===== src/rtl/dm_arbiter_pkg.sv =====
// dm_arbiter_pkg
//   Shared definitions for the display/debug memory arbiter and any CPU-side
//   wrappers that need the same address/data defaults or grant encoding.
//   Contents:
//     DmAddrW, DmDataW, DmStarveMax : default geometry and starvation limit
//     last_grant_e                  : which requester read the memory last cycle
package dm_arbiter_pkg;

   localparam int unsigned DmAddrW     = 8;
   localparam int unsigned DmDataW     = 16;
   localparam int unsigned DmStarveMax = 8;

   typedef enum logic [1:0] {
      LgNone  = 2'd0,
      LgCpuRd = 2'd1,
      LgDbgRd = 2'd2
   } last_grant_e;

endpackage


===== src/rtl/dm_arbiter_starve_counter.sv =====
// dm_arbiter_starve_counter
//   Saturating up-counter with synchronous clear. Counts how many consecutive
//   cycles the debug requester has been refused.
//   Ports:
//     clk_i, reset_i : clock, asynchronous active-high reset
//     inc_i          : count up this cycle (saturates at MaxCnt)
//     clr_i          : return to zero this cycle (wins over inc_i)
//     at_max_o       : count has reached MaxCnt
module dm_arbiter_starve_counter #(
   parameter int unsigned MaxCnt = 8
) (
   input  logic clk_i,
   input  logic reset_i,
   input  logic inc_i,
   input  logic clr_i,
   output logic at_max_o
);

   localparam int unsigned CntW = (MaxCnt > 0) ? $clog2(MaxCnt + 1) : 1;

   logic [CntW-1:0] cnt_q, cnt_d;

   assign at_max_o = (cnt_q == CntW'(MaxCnt));

   always_comb begin
      cnt_d = cnt_q;
      if (clr_i) begin
         cnt_d = '0;
      end else if (inc_i && !at_max_o) begin
         cnt_d = cnt_q + 1'b1;
      end
   end

   always_ff @(posedge clk_i or posedge reset_i) begin
      if (reset_i) begin
         cnt_q <= '0;
      end else begin
         cnt_q <= cnt_d;
      end
   end

endmodule


===== src/rtl/dm_arbiter.sv =====
// dm_arbiter
//   Two-requester arbiter for a single memory port. The CPU has priority; the
//   debug/display reader is forced through once it has waited STARVE_MAX
//   cycles. Reads complete with one cycle of latency into per-requester
//   registered read data.
//   Ports:
//     clk_i, reset_i                          : clock, asynchronous active-high reset
//     cpu_req_i/we_i/addr_i/wdata_i           : CPU access request
//     cpu_gnt_o, cpu_rdata_o, cpu_rvalid_o    : CPU grant and read return
//     dbg_req_i/addr_i                        : debug read request
//     dbg_gnt_o, dbg_rdata_o, dbg_rvalid_o    : debug grant and read return
//     mem_addr_o/we_o/wdata_o, mem_rdata_i    : memory port (sync write, comb read)
module dm_arbiter
   import dm_arbiter_pkg::*;
#(
   parameter int unsigned ADDR_W     = DmAddrW,
   parameter int unsigned DATA_W     = DmDataW,
   parameter int unsigned STARVE_MAX = DmStarveMax
) (
   input  logic              clk_i,
   input  logic              reset_i,
   input  logic              cpu_req_i,
   input  logic              cpu_we_i,
   input  logic [ADDR_W-1:0] cpu_addr_i,
   input  logic [DATA_W-1:0] cpu_wdata_i,
   output logic              cpu_gnt_o,
   output logic [DATA_W-1:0] cpu_rdata_o,
   output logic              cpu_rvalid_o,
   input  logic              dbg_req_i,
   input  logic [ADDR_W-1:0] dbg_addr_i,
   output logic              dbg_gnt_o,
   output logic [DATA_W-1:0] dbg_rdata_o,
   output logic              dbg_rvalid_o,
   output logic [ADDR_W-1:0] mem_addr_o,
   output logic              mem_we_o,
   output logic [DATA_W-1:0] mem_wdata_o,
   input  logic [DATA_W-1:0] mem_rdata_i
);

   last_grant_e       state_q, state_d;
   logic [ADDR_W-1:0] addr_q;
   logic [DATA_W-1:0] cpu_rdata_q, cpu_rdata_d;
   logic [DATA_W-1:0] dbg_rdata_q, dbg_rdata_d;
   logic              starve_at_max;
   logic              force_dbg;
   logic              dbg_starving;

   // Grants are gated by reset so nothing reaches memory while it is asserted.
   assign force_dbg = dbg_req_i & starve_at_max;
   assign dbg_gnt_o = ~reset_i & dbg_req_i & (~cpu_req_i | force_dbg);
   assign cpu_gnt_o = ~reset_i & cpu_req_i & ~force_dbg;

   assign mem_we_o    = cpu_gnt_o & cpu_we_i;
   assign mem_wdata_o = cpu_wdata_i;

   // Idle cycles keep presenting the last granted address.
   always_comb begin
      mem_addr_o = addr_q;
      if (dbg_gnt_o) begin
         mem_addr_o = dbg_addr_i;
      end else if (cpu_gnt_o) begin
         mem_addr_o = cpu_addr_i;
      end
   end

   // A refused debug request counts up; a grant or a dropped request clears.
   assign dbg_starving = dbg_req_i & ~dbg_gnt_o;

   dm_arbiter_starve_counter #(
      .MaxCnt (STARVE_MAX)
   ) u_starve_counter (
      .clk_i    (clk_i),
      .reset_i  (reset_i),
      .inc_i    (dbg_starving),
      .clr_i    (~dbg_starving),
      .at_max_o (starve_at_max)
   );

   // Last-grant FSM: next state is the read issued this cycle; rvalid pulses
   // are decoded from the state so a reset drops any in-flight return.
   always_comb begin
      state_d      = LgNone;
      cpu_rdata_d  = cpu_rdata_q;
      dbg_rdata_d  = dbg_rdata_q;
      cpu_rvalid_o = 1'b0;
      dbg_rvalid_o = 1'b0;

      if (dbg_gnt_o) begin
         state_d     = LgDbgRd;
         dbg_rdata_d = mem_rdata_i;
      end else if (cpu_gnt_o && !cpu_we_i) begin
         state_d     = LgCpuRd;
         cpu_rdata_d = mem_rdata_i;
      end

      cpu_rvalid_o = (state_q == LgCpuRd);
      dbg_rvalid_o = (state_q == LgDbgRd);
   end

   always_ff @(posedge clk_i or posedge reset_i) begin
      if (reset_i) begin
         state_q     <= LgNone;
         addr_q      <= '0;
         cpu_rdata_q <= '0;
         dbg_rdata_q <= '0;
      end else begin
         state_q     <= state_d;
         addr_q      <= mem_addr_o;
         cpu_rdata_q <= cpu_rdata_d;
         dbg_rdata_q <= dbg_rdata_d;
      end
   end

   assign cpu_rdata_o = cpu_rdata_q;
   assign dbg_rdata_o = dbg_rdata_q;

endmodule


===== config.mk =====
export PLATFORM = sky130hd
export DESIGN_NAME = dm_arbiter
export DESIGN_NICKNAME = d
export VERILOG_FILES = /design/src/rtl/dm_arbiter_pkg.sv /design/src/rtl/dm_arbiter_starve_counter.sv /design/src/rtl/dm_arbiter.sv
export SDC_FILE = /design/constraint.sdc
export NUM_CORES = 1
export LEC_CHECK = 0
export CAP_MARGIN = 20
export CORE_MARGIN = 5
export CORE_UTILIZATION = 38
export CTS_CLUSTER_DIAMETER = 40
export CTS_CLUSTER_SIZE = 20
export DETAILED_ROUTE_END_ITERATION = 6
export PLACE_DENSITY = 0.8
export SYNTH_ARGS = -nofsm -noshare
export SYNTH_HDL_FRONTEND = slang
export SYNTH_SLANG_ARGS = --single-unit

===== constraint.sdc =====
create_clock -name clk_i -period 3.1 [get_ports clk_i]
set_clock_uncertainty 0.05 [all_clocks]
set_input_delay 0.465 -clock clk_i [delete_from_list [all_inputs] [get_ports clk_i]]
set_output_delay 0.465 -clock clk_i [all_outputs]
set_load 0.02 [all_outputs]

Word-level counts from Yosys, hierarchy flattened
Cells that the tools add are included.

word-level totals
  register bits = 46
  output and inout bits = 61
  RAM bits = 0
  memories kept = 0
  bits in read-only memories = 0
  word-level logic and storage cells = 33
  latch bits = 0
  input bits = 53

cells by class
  eq/ne operators = 4
  div/mod/pow operators = 0
  magnitude comparators = 0
  shifts and indexed selects = 0
  multiply operators = 0
  bitwise operators = 12
  $add $sub $neg = 1
  multiplexer cells = 6
  reductions and logical operators = 5

operator list
  kind                                           number
  two-way mux 8 bit                              2
  two-way mux 4 bit                              2
  bitwise AND 1 bit                              7
  adder 4 x 1 -> 4 bit, second input constant    1
  == test 4 bit, second input constant           1
  inverter 1 bit                                 4
  == test 2 x 1 -> 1 bit, second input constant  1
  == test 2 bit, second input constant           1
  logical AND 1 bit                              2
  logical NOT 1 bit                              2
  two-way mux 2 bit                              1
  inequality test 2 bit, second input constant   1
  AND reduction 2 bit                            1
  two-way mux 1 bit                              1
  bitwise OR 1 bit                               1

Logic depth before layout (Yosys ltp)
  depth after elaboration = 9
  gate-level depth with buffers = 6
  gate-level depth less buffers = 6

By module
Synthesis repeated with hierarchy kept, for this count alone.

unflattened totals
  cells, all modules = 150
  area total of the unflattened synthesis = 2058.2 um^2

by module, submodules not included
  module                     cells an instance  sequential area each (um^2)  area each (um^2)  instances
  dm_arbiter                 125                1051.0                       1821.7            1
  dm_arbiter_starve_counter  25                 100.1                        236.5             1

Worst setup path after synthesis
No wires, ideal clock.

  kind = input to output
  from = input reset_i
  to = output mem_addr_o[0]
  data required time = 2.585 ns
  buffers on the path = 2
  slack = 0.161 ns
  cell stages on the path = 5
  arrival time = 2.424 ns
  cell sequence = buf_2 -> inv_1 -> and3_1 -> buf_2 -> a221o_1

between the ends
  longest elaborated chain between the ends = 5
  elaborated cells between the ends (all ways) = 7
  those cells by class = 2 x mux; 5 x bitwise

RTL lines
  item                             RTL line          text
  start, declared                  dm_arbiter.sv:21  input logic reset_i,
  inverter 1 bit                   dm_arbiter.sv:51  assign cpu_gnt_o = ~reset_i & cpu_req_i & ~force_dbg;
  bitwise AND 1 bit (2 in series)  dm_arbiter.sv:51
  net cpu_gnt_o                    dm_arbiter.sv:26  output logic cpu_gnt_o,
  two-way mux 8 bit                dm_arbiter.sv:61  end else if (cpu_gnt_o) begin
  two-way mux 8 bit                dm_arbiter.sv:59  if (dbg_gnt_o) begin
  end, declared                    dm_arbiter.sv:34  output logic [ADDR_W-1:0] mem_addr_o,

The timed path passes the listed nets, and every way through them passes these cells.

Worst setup path in the final report
  from = input dbg_req_i
  to = output mem_addr_o[2]

between the ends
  longest elaborated chain between the ends = 5
  elaborated cells between the ends (all ways) = 8
  those cells by class = 2 x mux; 6 x bitwise

RTL lines
  item                 RTL line          text
  start, declared      dm_arbiter.sv:29  input logic dbg_req_i,
  bitwise AND 1 bit    dm_arbiter.sv:49  assign force_dbg = dbg_req_i & starve_at_max;
  inverter 1 bit       dm_arbiter.sv:51
  bitwise AND 1 bit    dm_arbiter.sv:51
  two-way mux 8 bit    dm_arbiter.sv:61
  two-way mux 8 bit *  dm_arbiter.sv:59

Mark *: on every way between the ends. The rest lies on a longest branch, timed or not.

==> out/results.ini <==
[worst_setup_path]
crit_type=in2out
crit_fanout=10
cp.required_ns=2.58
reg2reg_slack_ns=1.23
cp-start-kind=input pin
cp.arrival_ns=2.47
end_kind=primary output
ff2ff_path_depth=6

[synthesis]
synth_edf_count=0
synth_top_cell_area_share=0.574
ys_seq_area_frac=0.574
synth_area_leaders=dfrtp_1 (57%), mux2_2 (18%), buf_4 (6.0%), a221o_1 (4.0%), and2_1 (2.8%)
syn_nets=198
synth_seq_cells=46
synth_area_um2=2000
synth_top_area_cell=dfrtp_1
ys_warn_count=0
synthArstFlopShare=1.00
syn_area_per_cell_um2=14.0
yosysUniqueCellTypes=27
synth_cells=143
synthFlopType=dfrtp_1

[min_path]
hold_depth=1
hp-class=reg2reg

[clock_network]
postCtsHoldBufs=0
cts_root_buffer=clkbuf_8
post_cts_buffers=0
cts_tree=done
path_clk_slew_ns=0.09
cts_sinks=46
h-tree-depth=2
clkLatencyLatePin_ns=0.29
postCtsResizedCells=0
cts_buffers=5
clockBufferDepth=2

[placement]
dp_hpwl_um=3310
place_congestion=0.732
port_buffers=81
pre_cts_ws_ns=0.0766

[route]
wire_per_inst_um=15.7
drt-total-wl_um=4500
first_iter_violations=59
drtPass1Iterations=4
postRouteAntennaNets=0
vias_per_cell=4.70
vias=1345
drc_errors=0

[finish]
drive_gt1_frac=0.231
fillers=448
antenna_cells=0
fin_util=0.568
area_growth_syn_to_layout_pct=44.8
final_nets=270

[sta]
post-route-min-period_ns=2.99
fin_crit_sh=0.964
setup_slack_ns=0.111
rsz0062_at_grt=no
setup_violations=0
drv_slew=0
whs_ns=0.459
worst_slew_pin_slew_ns=0.588
tns_ns=0
max_clock_freq_ghz=0.335
max_slew_margin=0.608
report.final.hold_viol_count=0

[pwr]
power.density_nw_per_um2=590
leakagePower_nw=1.22
vdd_ir_drop_max_mv=0.372

[floorplan]
core_area_um2=5110
num_rows=26
initial_utilization=0.392
die_y_um=82.6
die_width_um=82.6
io_pins=114
dieArea_um2=6830

[job]
maxCapViolations=0

[global_routing]
grt_pass1_wl_um=7150
gr-total-overflow=0
grt_max_degree=47
antenna_found_initial=0
grt_pass1_vias=1450
grt_usage=0.139

[outcome]
status=finished clean

logic make-up after synthesis:
group	Yosys count	synth area share
flip-flops	46	0.574
multiplexers	32	0.180
buffers and inverters	25	0.0855
AND/OR/NAND/NOR	22	0.0730
AO/OA/AOI/OAI	14	0.0662
XOR/XNOR	2	0.00874
adder cells (fa/ha/maj)	2	0.0125
per-stage QoR:
| step | area [um^2] | power (mW) | std cells |
|---|---|---|---|
| final | 2900 | 1.71 | 286 |
| after CTS | 2890 | 1.73 | 286 |
| after detailed placement | 2780 | 1.29 | 278 |
| after global placement | 2780 | 1.27 | 278 |
| after global routing | 2900 | 1.80 | 286 |
| after floorplan | 2000 | 1.03 | 143 |
power breakdown:
part	internal (mW)	switching [mW]	total, mW
Clock	0.241	0.205	0.445
Combinational	0.288	0.239	0.527
Sequential	0.696	0.0440	0.740
area by class of cell:
type	count	area [um^2]	area share
repair buffers	85	847	0.292
clock buffers	6	72.6	0.0250
inverters	5	18.8	0.00647
clock inverters	2	37.5	0.0129
multi-input cells	72	687	0.237
flip-flops and latches	46	1150	0.397
well taps	70	87.6	0.0302
registers in the layout, indices dropped and copies added, names as in the netlist:
signal / flops
cpu_rdata_o: 16
u_starve_counter.cnt_q: 4
addr_q: 8
state_q: 2
dbg_rdata_o: 16
critical path: stages:
cell,delay [ns]
clkdlybuf4s50_1,0.58
nand4b_1,0.16
and3_2,0.32
a221o_1,0.39
clkdlybuf4s50_1,0.55
synthesized netlist by cell type (2+ instances only):
library cell,number
mux2_2,32
ha_1,2
nor2b_1,2
and2_1,9
inv_1,4
dfrtp_1,46
nor3_1,2
a221o_1,8
buf_6,2
buf_4,16
nand3_1,3
buf_2,2
cell usage in the layout (no fill, tap or decap):
cell / Yosys / routed
a211oi_4: 1 / 1
a21oi_1: 1 / 1
a221o_1: 8 / 8
and2_1: 9 / 9
and3_2: 0 / 1
buf_4: 16 / 3
buf_6: 2 / 1
bufinv_16: 0 / 1
clkbuf_1: 0 / 1
clkbuf_8: 0 / 5
clkdlybuf4s50_1: 0 / 80
clkinvlp_4: 0 / 1
dfrtp_1: 46 / 46
dlymetal6s2s_1: 0 / 1
ha_1: 2 / 2
inv_1: 4 / 3
inv_2: 1 / 2
mux2_2: 32 / 32
nand2_1: 1 / 1
nand2_2: 1 / 1
nand3_1: 3 / 3
nand3b_4: 1 / 1
nand4b_1: 1 / 1
nor2b_1: 2 / 2
nor3_1: 2 / 2
nor3b_1: 1 / 1
o21ai_0: 1 / 1
o21bai_2: 0 / 1
o22ai_1: 1 / 1
o32ai_1: 1 / 1
xnor2_1: 1 / 1
xor2_1: 1 / 1
final timing paths:
path,startpoint,to
min reg2reg,cpu_rdata_o[4]$_DFFE_PP0P_,cpu_rdata_o[4]$_DFFE_PP0P_
max in group asynchronous,reset_i,dbg_rdata_o[14]$_DFFE_PP0P_
min in group asynchronous,reset_i,addr_q[2]$_DFF_PP0_
max reg2reg,u_starve_counter.cnt_q[0]$_DFFE_PP0P_,dbg_rdata_o[13]$_DFFE_PP0P_
min,cpu_rdata_o[4]$_DFFE_PP0P_,cpu_rdata_o[4]$_DFFE_PP0P_
max,dbg_req_i,mem_addr_o[2]
per-layer routing:
metal	track usage	vias to the layer above	routed length, um
li1	-	629	-
met4	0.0588	0	94
met5	0	-	0
met2	0.243	41	2310
met3	0.0325	11	269
met1	0.164	664	1830
No activity file was read; power rests on OpenSTA's default activity.
